==> src/rtl/frame_deserializer.sv <==
// frame_deserializer: hunts HEADER, buffers NUM_CHANNELS bytes in a ping-pong bank, checks FOOTER, replays good frames.
// Optional FRAME_STATS_EN adds saturating good/aborted frame counters on ok_cnt/err_cnt.
module frame_deserializer #(
  parameter logic [7:0] HEADER = 8'hAA,
  parameter logic [7:0] FOOTER = 8'hFF,
  parameter int NUM_CHANNELS = 16,
  parameter int TIMEOUT = 64,
  localparam int CW = $clog2(NUM_CHANNELS),
  localparam int IW = $clog2(TIMEOUT + 1)
) (
  input  logic          clk,
  input  logic          rst_n,
  input  logic [7:0]    din,
  input  logic          din_valid,
  output logic [7:0]    dout,
  output logic [CW-1:0] dout_ch,
  output logic          dout_valid,
  output logic          frame_ok,
  output logic          frame_err,
  output logic [15:0]   ok_cnt,
  output logic [15:0]   err_cnt
);
  typedef enum logic [1:0] {HUNT, DATA, TAIL} state_t;
  state_t state, state_n;
  logic [CW-1:0] wr_idx, wr_idx_n, rd_idx;
  logic [IW-1:0] idle, idle_n;
  logic wr_bank, rd_bank, rd_act, start, abort, rd_last;
  logic [7:0] mem [2][NUM_CHANNELS];
  assign rd_last = rd_idx == CW'(NUM_CHANNELS - 1);
  always_comb begin
    state_n = state;
    wr_idx_n = wr_idx;
    idle_n = '0;
    start = 1'b0;
    abort = 1'b0;
    case (state)
      HUNT: if (din_valid && din == HEADER) begin
        state_n = DATA;
        wr_idx_n = '0;
      end
      DATA: if (din_valid) begin
        wr_idx_n = wr_idx + 1'b1;
        state_n = wr_idx == CW'(NUM_CHANNELS - 1) ? TAIL : DATA;
      end
      TAIL: if (din_valid) begin
        state_n = HUNT;
        start = din == FOOTER;
        abort = din != FOOTER;
      end
      default: state_n = HUNT;
    endcase
    // idle cycles only matter once a frame is open
    if (state != HUNT && !din_valid) begin
      idle_n = idle + 1'b1;
      if (idle == IW'(TIMEOUT - 1)) begin
        state_n = HUNT;
        abort = 1'b1;
        idle_n = '0;
      end
    end
  end
  always_ff @(posedge clk or negedge rst_n) begin
    if (!rst_n) begin
      state <= HUNT;
      wr_idx <= '0;
      idle <= '0;
      wr_bank <= 1'b0;
      frame_err <= 1'b0;
    end else begin
      state <= state_n;
      wr_idx <= wr_idx_n;
      idle <= idle_n;
      wr_bank <= wr_bank ^ start;
      frame_err <= abort;
    end
  end
  always_ff @(posedge clk) begin
    if (state == DATA && din_valid) mem[wr_bank][wr_idx] <= din;
  end
  // the fill bank is handed over on footer; the first byte goes out the very next cycle
  always_ff @(posedge clk or negedge rst_n) begin
    if (!rst_n) begin
      dout <= '0;
      dout_ch <= '0;
      dout_valid <= 1'b0;
      frame_ok <= 1'b0;
      rd_bank <= 1'b0;
      rd_idx <= '0;
      rd_act <= 1'b0;
    end else if (start) begin
      dout <= mem[wr_bank][0];
      dout_ch <= '0;
      dout_valid <= 1'b1;
      frame_ok <= 1'b0;
      rd_bank <= wr_bank;
      rd_idx <= CW'(1);
      rd_act <= 1'b1;
    end else if (rd_act) begin
      dout <= mem[rd_bank][rd_idx];
      dout_ch <= rd_idx;
      dout_valid <= 1'b1;
      frame_ok <= rd_last;
      rd_idx <= rd_idx + 1'b1;
      rd_act <= !rd_last;
    end else begin
      dout_valid <= 1'b0;
      frame_ok <= 1'b0;
    end
  end
`ifdef FRAME_STATS_EN
  always_ff @(posedge clk or negedge rst_n) begin
    if (!rst_n) begin
      ok_cnt <= '0;
      err_cnt <= '0;
    end else begin
      ok_cnt <= ok_cnt + 16'(frame_ok && ok_cnt != 16'hFFFF);
      err_cnt <= err_cnt + 16'(frame_err && err_cnt != 16'hFFFF);
    end
  end
`else
  assign ok_cnt = '0;
  assign err_cnt = '0;
`endif
endmodule

==> config.mk <==
export PLATFORM = sky130hd
export DESIGN_NAME = frame_deserializer
export DESIGN_NICKNAME = d
export VERILOG_FILES = /design/src/rtl/frame_deserializer.sv
export SDC_FILE = /design/constraint.sdc
export NUM_CORES = 1
export LEC_CHECK = 0
export CAP_MARGIN = 20
export CORE_MARGIN = 10
export CORE_UTILIZATION = 54
export DETAILED_ROUTE_END_ITERATION = 8
export PLACE_DENSITY_LB_ADDON = 0.1
export SLEW_MARGIN = 20
export SYNTH_ARGS = -nofsm -noshare
export SYNTH_HDL_FRONTEND = slang
export SYNTH_SLANG_ARGS = --single-unit
==> constraint.sdc <==
create_clock -name clk -period 2.2 [get_ports clk]
set_clock_uncertainty 0.1 [all_clocks]
set_input_delay 0.44 -clock clk [delete_from_list [all_inputs] [get_ports clk]]
set_output_delay 0.44 -clock clk [all_outputs]
set_load 0.02 [all_outputs]
# ---- Word-level counts from Yosys, hierarchy flattened
# Memory sizes are Yosys's and may differ from the RTL's.
# Index checks and enable logic that the tools add are counted.
dict set report word_totals {
  reg_bits 35
  ramBits 256
  n_memories 1
  out_inout_bits 47
}
dict set report classes {
  eq_ne 10
  addsub 3
  bitwise_logic 3
  muxes 37
  n_reduce_logical 11
  n_lt_le_gt_ge 3
}
# memory words word_bits read_ports rd_ports_with_merged_regs write_ports line
set memory_table {}
lappend memory_table {mem 2 128 2 0 1 28} ;# logic [7:0] mem [2][NUM_CHANNELS];
# operator count
set op_table {}
lappend op_table {{128-bit two-way mux} 1}
lappend op_table {{8-bit two-way mux} 5}
lappend op_table {{8-bit binary-select mux with 4-bit select} 1}
lappend op_table {{8-bit demux with 4-bit select} 1}
lappend op_table {{4-bit two-way mux} 6}
lappend op_table {{8-bit equality test (second input constant)} 2}
lappend op_table {{7-bit two-way mux} 2}
lappend op_table {{1-bit two-way mux} 13}
lappend op_table {{2-bit two-way mux} 6}
lappend op_table {{5-bit greater-or-equal comparator (second input constant)} 2}
lappend op_table {{4-bit NOT with 5-bit output} 2}
lappend op_table {{4-bit by 1-bit adder with 4-bit output (second input constant)} 2}
lappend op_table {{4-bit equality test (second input constant)} 2}
lappend op_table {{8-bit inequality test (second input constant)} 1}
lappend op_table {{4-bit case mux with 2 select lines} 1}
lappend op_table {{7-bit by 1-bit adder with 7-bit output (second input constant)} 1}
lappend op_table {{7-bit by 6-bit equality test with 1-bit output (second input constant)} 1}
lappend op_table {{2-bit case mux with 3 select lines} 1}
lappend op_table {{2-bit nonzero test} 3}
lappend op_table {{5-bit by 1-bit < comparator with 1-bit output (second input constant)} 1}
lappend op_table {{1-bit logical AND} 4}
lappend op_table {{2-bit inequality test (second input constant)} 2}
lappend op_table {{3-bit AND reduction} 1}
lappend op_table {{2-bit by 1-bit equality test with 1-bit output (second input constant)} 1}
lappend op_table {{4 further kinds} 5}

# ---- Longest topological paths before layout
# Gate-level depths: netlist (run 1).
dict set report depth {
  word_depth 6
  depth_mapped 9
  depth_no_buf 5
}

# ---- Worst setup path after synthesis (run 1)
# No wires, ideal clock.
dict set report synth_timing {
  kind {input -> register}
  from {in din_valid}
  to {reg dout[0]}
  path_slack_ps 99
  n_path_buf 2
  setup_ps 126
  required_ps 1974
  arrival_ps 1875
  stages 7
  cell_sequence {buf_2 nand2b_4 or4_1 buf_2 nand3b_1 o221ai_1 o32a_1}
}
dict set report synth_via {
  elab_chain_len 3
  word_cells_on_any_way 4
}
# element line
set synth_rtl {}
lappend synth_rtl {{start: declaration} 14} ;# input logic din_valid,
lappend synth_rtl {{1-bit two-way mux *} 45} ;# TAIL: if (din_valid) begin
lappend synth_rtl {{1-bit two-way mux *} 36} ;# case (state)
lappend synth_rtl {{8-bit two-way mux / 2-bit nonzero test (equally long branches)} --}
lappend synth_rtl {{end signal: assignment} 91} ;# dout <= mem[wr_bank][0];
lappend synth_rtl {{end signal: assignment} 99} ;# dout <= mem[rd_bank][rd_idx];
lappend synth_rtl {{end: declaration} 15} ;# output logic [7:0] dout,
# Mark *: on every way between the ends. The rest lies on a longest branch, timed or not.
# A chain may end at the register's enable or synchronous reset.

# ---- Worst setup path in the final report (run 1)
dict set report layout_timing {
  from {reg rd_bank}
  to {reg dout[7]}
}
dict set report layout_via {
  elab_chain_len 6
}
# element line
set layout_rtl {}
lappend layout_rtl {{start: declaration} 27} ;# logic wr_bank, rd_bank, rd_act, start, abort, rd_last;
lappend layout_rtl {{start signal: assignment} 95} ;# rd_bank <= wr_bank;
lappend layout_rtl {{memory 2 x 128 bit} --}
lappend layout_rtl {{8-bit binary-select mux with 4-bit select} 99}
lappend layout_rtl {{8-bit two-way mux (not written as such) (2 in a row)} 99}
lappend layout_rtl {{8-bit two-way mux} 98} ;# end else if (rd_act) begin
lappend layout_rtl {{8-bit two-way mux} 90} ;# end else if (start) begin
# No other way between the ends. The select of a mux whose other input is x is not followed.

==> results.cfg, run 1 <==
[outcome]
status = complete, but fails checks
violations = setup timing

[flow_run]
cap_violations = 0

[critical_path]
crit_path_end_kind = flop
r2r_cells = 7
reg2reg_from = rd_bank
cp-startpoint = rd_bank
cp_max_fo = 8
reg2reg_to = dout[7]
crit_type = reg -> reg
r2r_slack_ps = -90
required_ps = 2520
crit_path_end = dout[7]
worst_setup_path_start_kind = flop
cp_data_arrival_time_ps = 2610

[layout]
nets = 809
fin_area_um2 = 14400
syn_to_final_growth_pct = 19.1
diodes = 0
final_layout_size_suffix_gt1_frac = 0.294

[floorplan]
io_pins = 58
die_area_um2 = 28800
die_w_um = 170
die-height_um = 170
std_cell_rows = 54
initial_utilization = 0.551
coreArea_um2 = 22000

[clocking]
clkTransAtPathRegs_ps = 60
cts_num_sinks = 291
htreeDepth = 1
clk_latency_ps = 540
root_buffer = clkbuf_16
cts_made_buffers = 30
cts_tree = yes
cts_buffer_depth = 3

[synth]
netlist_area_um2 = 12100
ys_async_sr_fraction = 0.120
synth_flop_cell = edfxtp_1
ys_ff_latch = 291
syn_area_per_cell_um2 = 18.2
syn-instance-count = 663
yosys_warnings = 0
synth.yosys.seq_area_share = 0.708
synth-edff-count = 256
ys_types = 50

[route]
wl_met1_mm = 12.1
routed_via_density = 5.88
drt_pass1_iterations = 4
wl_per_cell_um = 24.6
wl_met3_mm = 1.76
highest_layer = met5
drtIter0Drc = 541
vias = 6442
route.detailed.drc = 0
wl_met2_mm = 12.5
detail-route-antenna-nets = 0
wl_mm = 27.0

[power]
ir_drop_uv = 705
leakagePower_nw = 4.84
switchingPower_w = 0.00266
swShare = 0.220
finalPower_w = 0.0121
internal_power_w = 0.00945
seq_power_share = 0.512
comb_power_share = 0.079
clockPowerShare = 0.409
power_density_nw_per_um2 = 840

[placed_design]
placed_cell_area_um2 = 13000
gp_congestion = 0.829
hpwl_mm = 17.3
dp_slack_ps = -665
io_buffers = 25

[min_path]
hold_path.class = reg -> reg
whs_path_depth = 1

[timing]
finalWorstSetupSlack_ps = -90.3
slew_headroom = 0.428
finalCritPeriodShare = 1.04
final.min_clock_period_ps = 2290
worst_pin_slew_ps = 858
rsz0062_at_grt = yes
fmax_mhz = 437
finalHoldViolCount = 0
final_max_slew_viol_count = 0
setup_viol = 8
whs_ps = 371

[global_routing]
grt_pass1_vias = 6471
antenna_found_initial = 1
grt_pass1_wl_mm = 40.3
track_usage = 0.183
grt_overflow = 0
grt_max_degree = 36
==> routing by layer <==
metal | vias to the layer above | global-route usage
met2 | 242 | 0.282
met1 | 3329 | 0.266
li1 | 2827 | -
met5 | - | 0
met4 | 2 | 0.0511
met3 | 42 | 0.0305
==> cell usage after synthesis, drive strengths merged (2+ instances only) <==
cell type / count / area share
edfxtp: 256 / 0.64
mux4: 60 / 0.12
nor2: 56 / 0.017
buf: 53 / 0.034
mux2i: 41 / 0.034
dfrtp: 35 / 0.072
nand2: 31 / 0.0096
clkbuf: 13 / 0.0040
nand4: 9 / 0.0047
nor2b: 8 / 0.0041
o221ai: 8 / 0.0084
and3: 6 / 0.0031
ha: 6 / 0.0062
nand3: 6 / 0.0025
o21ai: 6 / 0.0025
xor2: 6 / 0.0043
a2111oi: 4 / 0.0029
a211oi: 4 / 0.0025
a22oi: 4 / 0.0025
and2: 4 / 0.0021
inv: 4 / 0.0012
mux2: 4 / 0.0037
nand3b: 4 / 0.0025
nor3: 4 / 0.0017
o211ai: 4 / 0.0037
o32a: 4 / 0.0033
xnor2: 4 / 0.0029
nand2b: 3 / 0.0028
nor4: 3 / 0.0021
or2: 2 / 0.0010
or3: 2 / 0.0010
or4: 2 / 0.0012
==> what timing repair did <==
action | 4_1_cts | 5_1_grt
buffers inserted | 0 | 23
endpoints found under the hold margin | 35 | 0
gates cloned | 0 | 4
pin swaps | 0 | 4
endpoints found under the setup margin | 8 | 40
gates resized for setup | 11 | 24
hold buffers | 1 | 0
==> how the worst min path moves through the flow <==
| stage | endpoint | startpoint | slack, ps |
|---|---|---|---|
| after global routing | idle[0] | idle[0] | 400 |
| after floorplan | dout[0] | rst_n | 40 |
| final | idle[0] | idle[0] | 370 |
| after detailed placement | idle[0] | idle[0] | 360 |
| after CTS | idle[0] | idle[0] | 370 |
| after global placement | idle[0] | idle[0] | 340 |
==> critical path: stages (launching register included) <==
cell	delay, ps
dfrtp_4	510
buf_4	170
clkbuf_16	170
buf_4	140
mux4_2	420
mux2i_2	190
o221ai_1	160
o32a_1	310
==> power groups by stage <==
stage | Combinational [W] | Clock, W | Sequential [W]
after global routing | 0.00104 | 0.00529 | 0.00620
after detailed placement | 0.000917 | 0 | 0.00631
after floorplan | 0.000566 | 0 | 0.00629
final | 0.000955 | 0.00496 | 0.00620
after global placement | 0.000893 | 0 | 0.00630
after CTS | 0.000932 | 0.00503 | 0.00619
==> placed cells by master, fill, tap and decap left out, types with 4 or more instances in the layout <==
cell	n
edfxtp_1	256
buf_4	89
mux4_2	53
nor2_1	52
mux2i_1	37
clkbuf_16	35
dfrtp_1	34
conb_1	32
nand2_1	31
clkdlybuf4s50_1	24
nand4_1	9
nor2b_1	8
buf_12	8
mux4_1	7
clkinv_1	7
nand3_1	6
xor2_1	6
ha_1	6
clkbuf_1	6
o21ai_0	5
o221ai_2	5
nand3b_1	4
xnor2_1	4
mux2_2	4
and2_1	4
a22oi_1	4
a211oi_2	4
o32a_1	4
buf_6	4
==> cell families after synthesis <==
family / synth area share
buffers and inverters: 0.0394
DFF: 0.708
AOI/OAI and AO/OA: 0.0284
and+or+nand+nor: 0.0571
adders and majority gates: 0.00621
muxes: 0.153
xor gates and xnor gates: 0.00724
other: 0.000310
==> per-stage QoR <==
| stage | std cells | TNS (ps) | utilization |
|---|---|---|---|
| after global routing | 1095 | -928 | 0.656 |
| after detailed placement | 1012 | -63990 | 0.593 |
| after floorplan | 694 | 0 | - |
| final | 1095 | -584 | 0.656 |
| after CTS | 1068 | -443 | 0.640 |
| after global placement | 1012 | -55200 | 0.593 |
==> sequential cells by signal, indices dropped and copies added, names as in the netlist <==
name        flops
frame_ok        1
rd_bank         1
rd_act          1
dout_valid      1
mem           256
state           2
idle            7
rd_idx          4
frame_err       1
wr_bank         1
wr_idx          4
dout_ch         4
dout            8
==> final cells by class <==
class	instances	area (µm²)
Sequential cell	291	8570
Inverter	4	15.0
Clock buffer	41	865
Fill cell	1517	7550
Multi-Input combinational cell	333	3250
Clock inverter	14	120
Tap cell	280	350
Timing Repair Buffer	132	1250
No activity file was read; power rests on OpenSTA's default activity.
==> inputs of run 2 (changes only) <==
--- a/config.mk
+++ b/config.mk
@@ -5,9 +5,10 @@
 export SDC_FILE = /design/constraint.sdc
 export NUM_CORES = 1
 export LEC_CHECK = 0
+export ABC_CLOCK_PERIOD_IN_PS = 2150
 export CAP_MARGIN = 20
 export CORE_MARGIN = 10
-export CORE_UTILIZATION = 54
+export CORE_UTILIZATION = 60
 export DETAILED_ROUTE_END_ITERATION = 8
 export PLACE_DENSITY_LB_ADDON = 0.1
 export SLEW_MARGIN = 20
==> constraint.sdc (replaced) <==
create_clock -name clk -period 2.15 [get_ports clk]
set_clock_uncertainty 0.1 [all_clocks]
set_input_delay 0.43 -clock clk [delete_from_list [all_inputs] [get_ports clk]]
set_output_delay 0.43 -clock clk [all_outputs]
set_load 0.02 [all_outputs]
==> run 2 against run 1 <==
The run still ends with setup timing left. Flip-flop and latch count unchanged. Global-route usage up 2.2 points. Final area down 1.2%. Critical endpoint is now dout[3].
==> results.cfg, run 2 (synthesis results as in run 1) <==
[outcome]
status = complete, but fails checks
violations = setup timing

[global_routing]
grt_pass1_wl_mm = 41.1
track_usage = 0.205
grt_max_degree = 39
antenna_found_initial = 0
grt_pass1_vias = 6653
grt_overflow = 0

[timing]
finalCritPeriodShare = 1.07
setup_viol = 8
finalHoldViolCount = 0
rsz0062_at_grt = yes
fmax_mhz = 433
finalWorstSetupSlack_ps = -159
final_max_slew_viol_count = 0
final.min_clock_period_ps = 2310

[power]
internal_power_w = 0.00956
leakagePower_nw = 4.79
switchingPower_w = 0.00272
ir_drop_uv = 583
finalPower_w = 0.0123
swShare = 0.222
comb_power_share = 0.078
power_density_nw_per_um2 = 862
seq_power_share = 0.518
clockPowerShare = 0.404

[route]
vias = 6505
detail-route-antenna-nets = 0
drtIter0Drc = 721
route.detailed.drc = 0
drt_pass1_iterations = 5
wl_per_cell_um = 24.8
routed_via_density = 6.08
wl_mm = 26.6

[critical_path]
crit_path_end_kind = flop
crit_type = reg -> reg
worst_setup_path_start_kind = flop
crit_chain = buf_8 -> buf_16 -> mux4_2 -> mux2i_2 -> buf_4 -> o221ai_2 -> o32a_1
cp_slowest_stage_delay_ps = 530
required_ps = 2480
cp_max_fo = 6
reg2reg_from = rd_bank
cp-startpoint = rd_bank
cp_slowest_cell = mux4_2
cp_data_arrival_time_ps = 2640

[layout]
nets = 801
final_layout_size_suffix_gt1_frac = 0.283
diodes = 0
largestRegisters = mem: 256 flops, dout: 8 flops, idle: 7 flops
fin_area_um2 = 14200
layout_common_cells = edfxtp_1 (256), buf_4 (81), nor2_1 (56)
final_common_cell = edfxtp_1
syn_to_final_growth_pct = 17.7
largest_register_ffs = 256
largest-register = mem

[floorplan]
std_cell_rows = 51
initial_utilization = 0.615
coreArea_um2 = 19700
die-height_um = 162
io_pins = 58
die_w_um = 162
die_area_um2 = 26200

[clocking]
cts_num_sinks = 291
cts_tree = yes
cts_buffer_depth = 3
clk_latency_ps = 550
cts_made_buffers = 30
htreeDepth = 1
root_buffer = clkbuf_16
clkTransAtPathRegs_ps = 60

[placed_design]
io_buffers = 25
hpwl_mm = 16.8
placed_cell_area_um2 = 13000
gp_congestion = 0.812
dp_slack_ps = -730

[min_path]
min_from = din[1]
hold_path.class = in -> reg

[flow_run]
cap_violations = 0
run 2: changes by cell type in the layout (fill, tap and decap cells not counted), moves of 4 or more:
cell	change
clkbuf_16	-4
buf_4	-8
dlygate4sd2_1	+5
nor2_1	+4
clkdlybuf4s50_1	-6
run 2: final timing paths:
path | cells past startpoint | slack (ps) | end
hold reg to reg | 1 | 370 | idle[0]
hold / removal | 1 | 80 | mem[0][9]
min in group asynchronous | 2 | 230 | dout[1]
max in group asynchronous | 3 | 1170 | idle[4]
setup / recovery | 7 | -160 | dout[3]
setup reg to reg | 7 | -160 | dout[3]
run 2: layout make-up:
| type | instances | area, µm² |
|---|---|---|
| sequential | 291 | 8570 |
| fill | 1223 | 5420 |
| multi-input combinational | 333 | 3220 |
| timing repair buffer | 124 | 1160 |
| clock buffer | 41 | 833 |
| tap | 265 | 332 |
| clock inverter | 12 | 106 |
| inverter | 4 | 15.0 |
run 2: routing by layer:
metal	routed length (µm)	track usage	vias up
met1	11200	0.298	3330
met5	0	0	-
met2	12600	0.313	330
met3	2330	0.0417	44
met4	444	0.0513	0
li1	-	-	2801
run 2: power by group through the flow:
stage | clock [W] | sequential (W) | combinational [W]
6_report | 0.00496 | 0.00637 | 0.000955
5_1_grt | 0.00526 | 0.00637 | 0.00103
3_5_place_dp | 0 | 0.00648 | 0.000924
4_1_cts | 0.00501 | 0.00636 | 0.000930
3_3_place_gp | 0 | 0.00647 | 0.000897
2_1_floorplan | 0 | 0.00644 | 0.000579
run 2: timing repair:
| action | in CTS | in global routing |
|---|---|---|
| resized for setup | 27 | 21 |
| cloned | 3 | 0 |
| setup endpoints to repair | 12 | 16 |
| buffers inserted | 14 | 1 |
| hold buffers | 1 | 0 |
| pin swaps | 2 | 7 |
| endpoints found under the hold margin | 10 | 0 |
run 2: per-stage QoR:
step                       util  hold slack (ps)  setup TNS, ps  instances
final                     0.724             75.3          -1020       1070
after global routing      0.724             89.9          -1590       1070
after CTS                 0.723              214          -1110       1071
after detailed placement  0.662              250         -70350       1000
after global placement    0.662              243         -55300       1000
after floorplan               -             34.4              0        694
run 2: critical path: cells and delay by family, from the launching register on:
kind	cells	cell delay [ps]
AOI/OAI and AO/OA	2	450
buffers and inverters	3	450
DFF	1	450
muxes	2	730
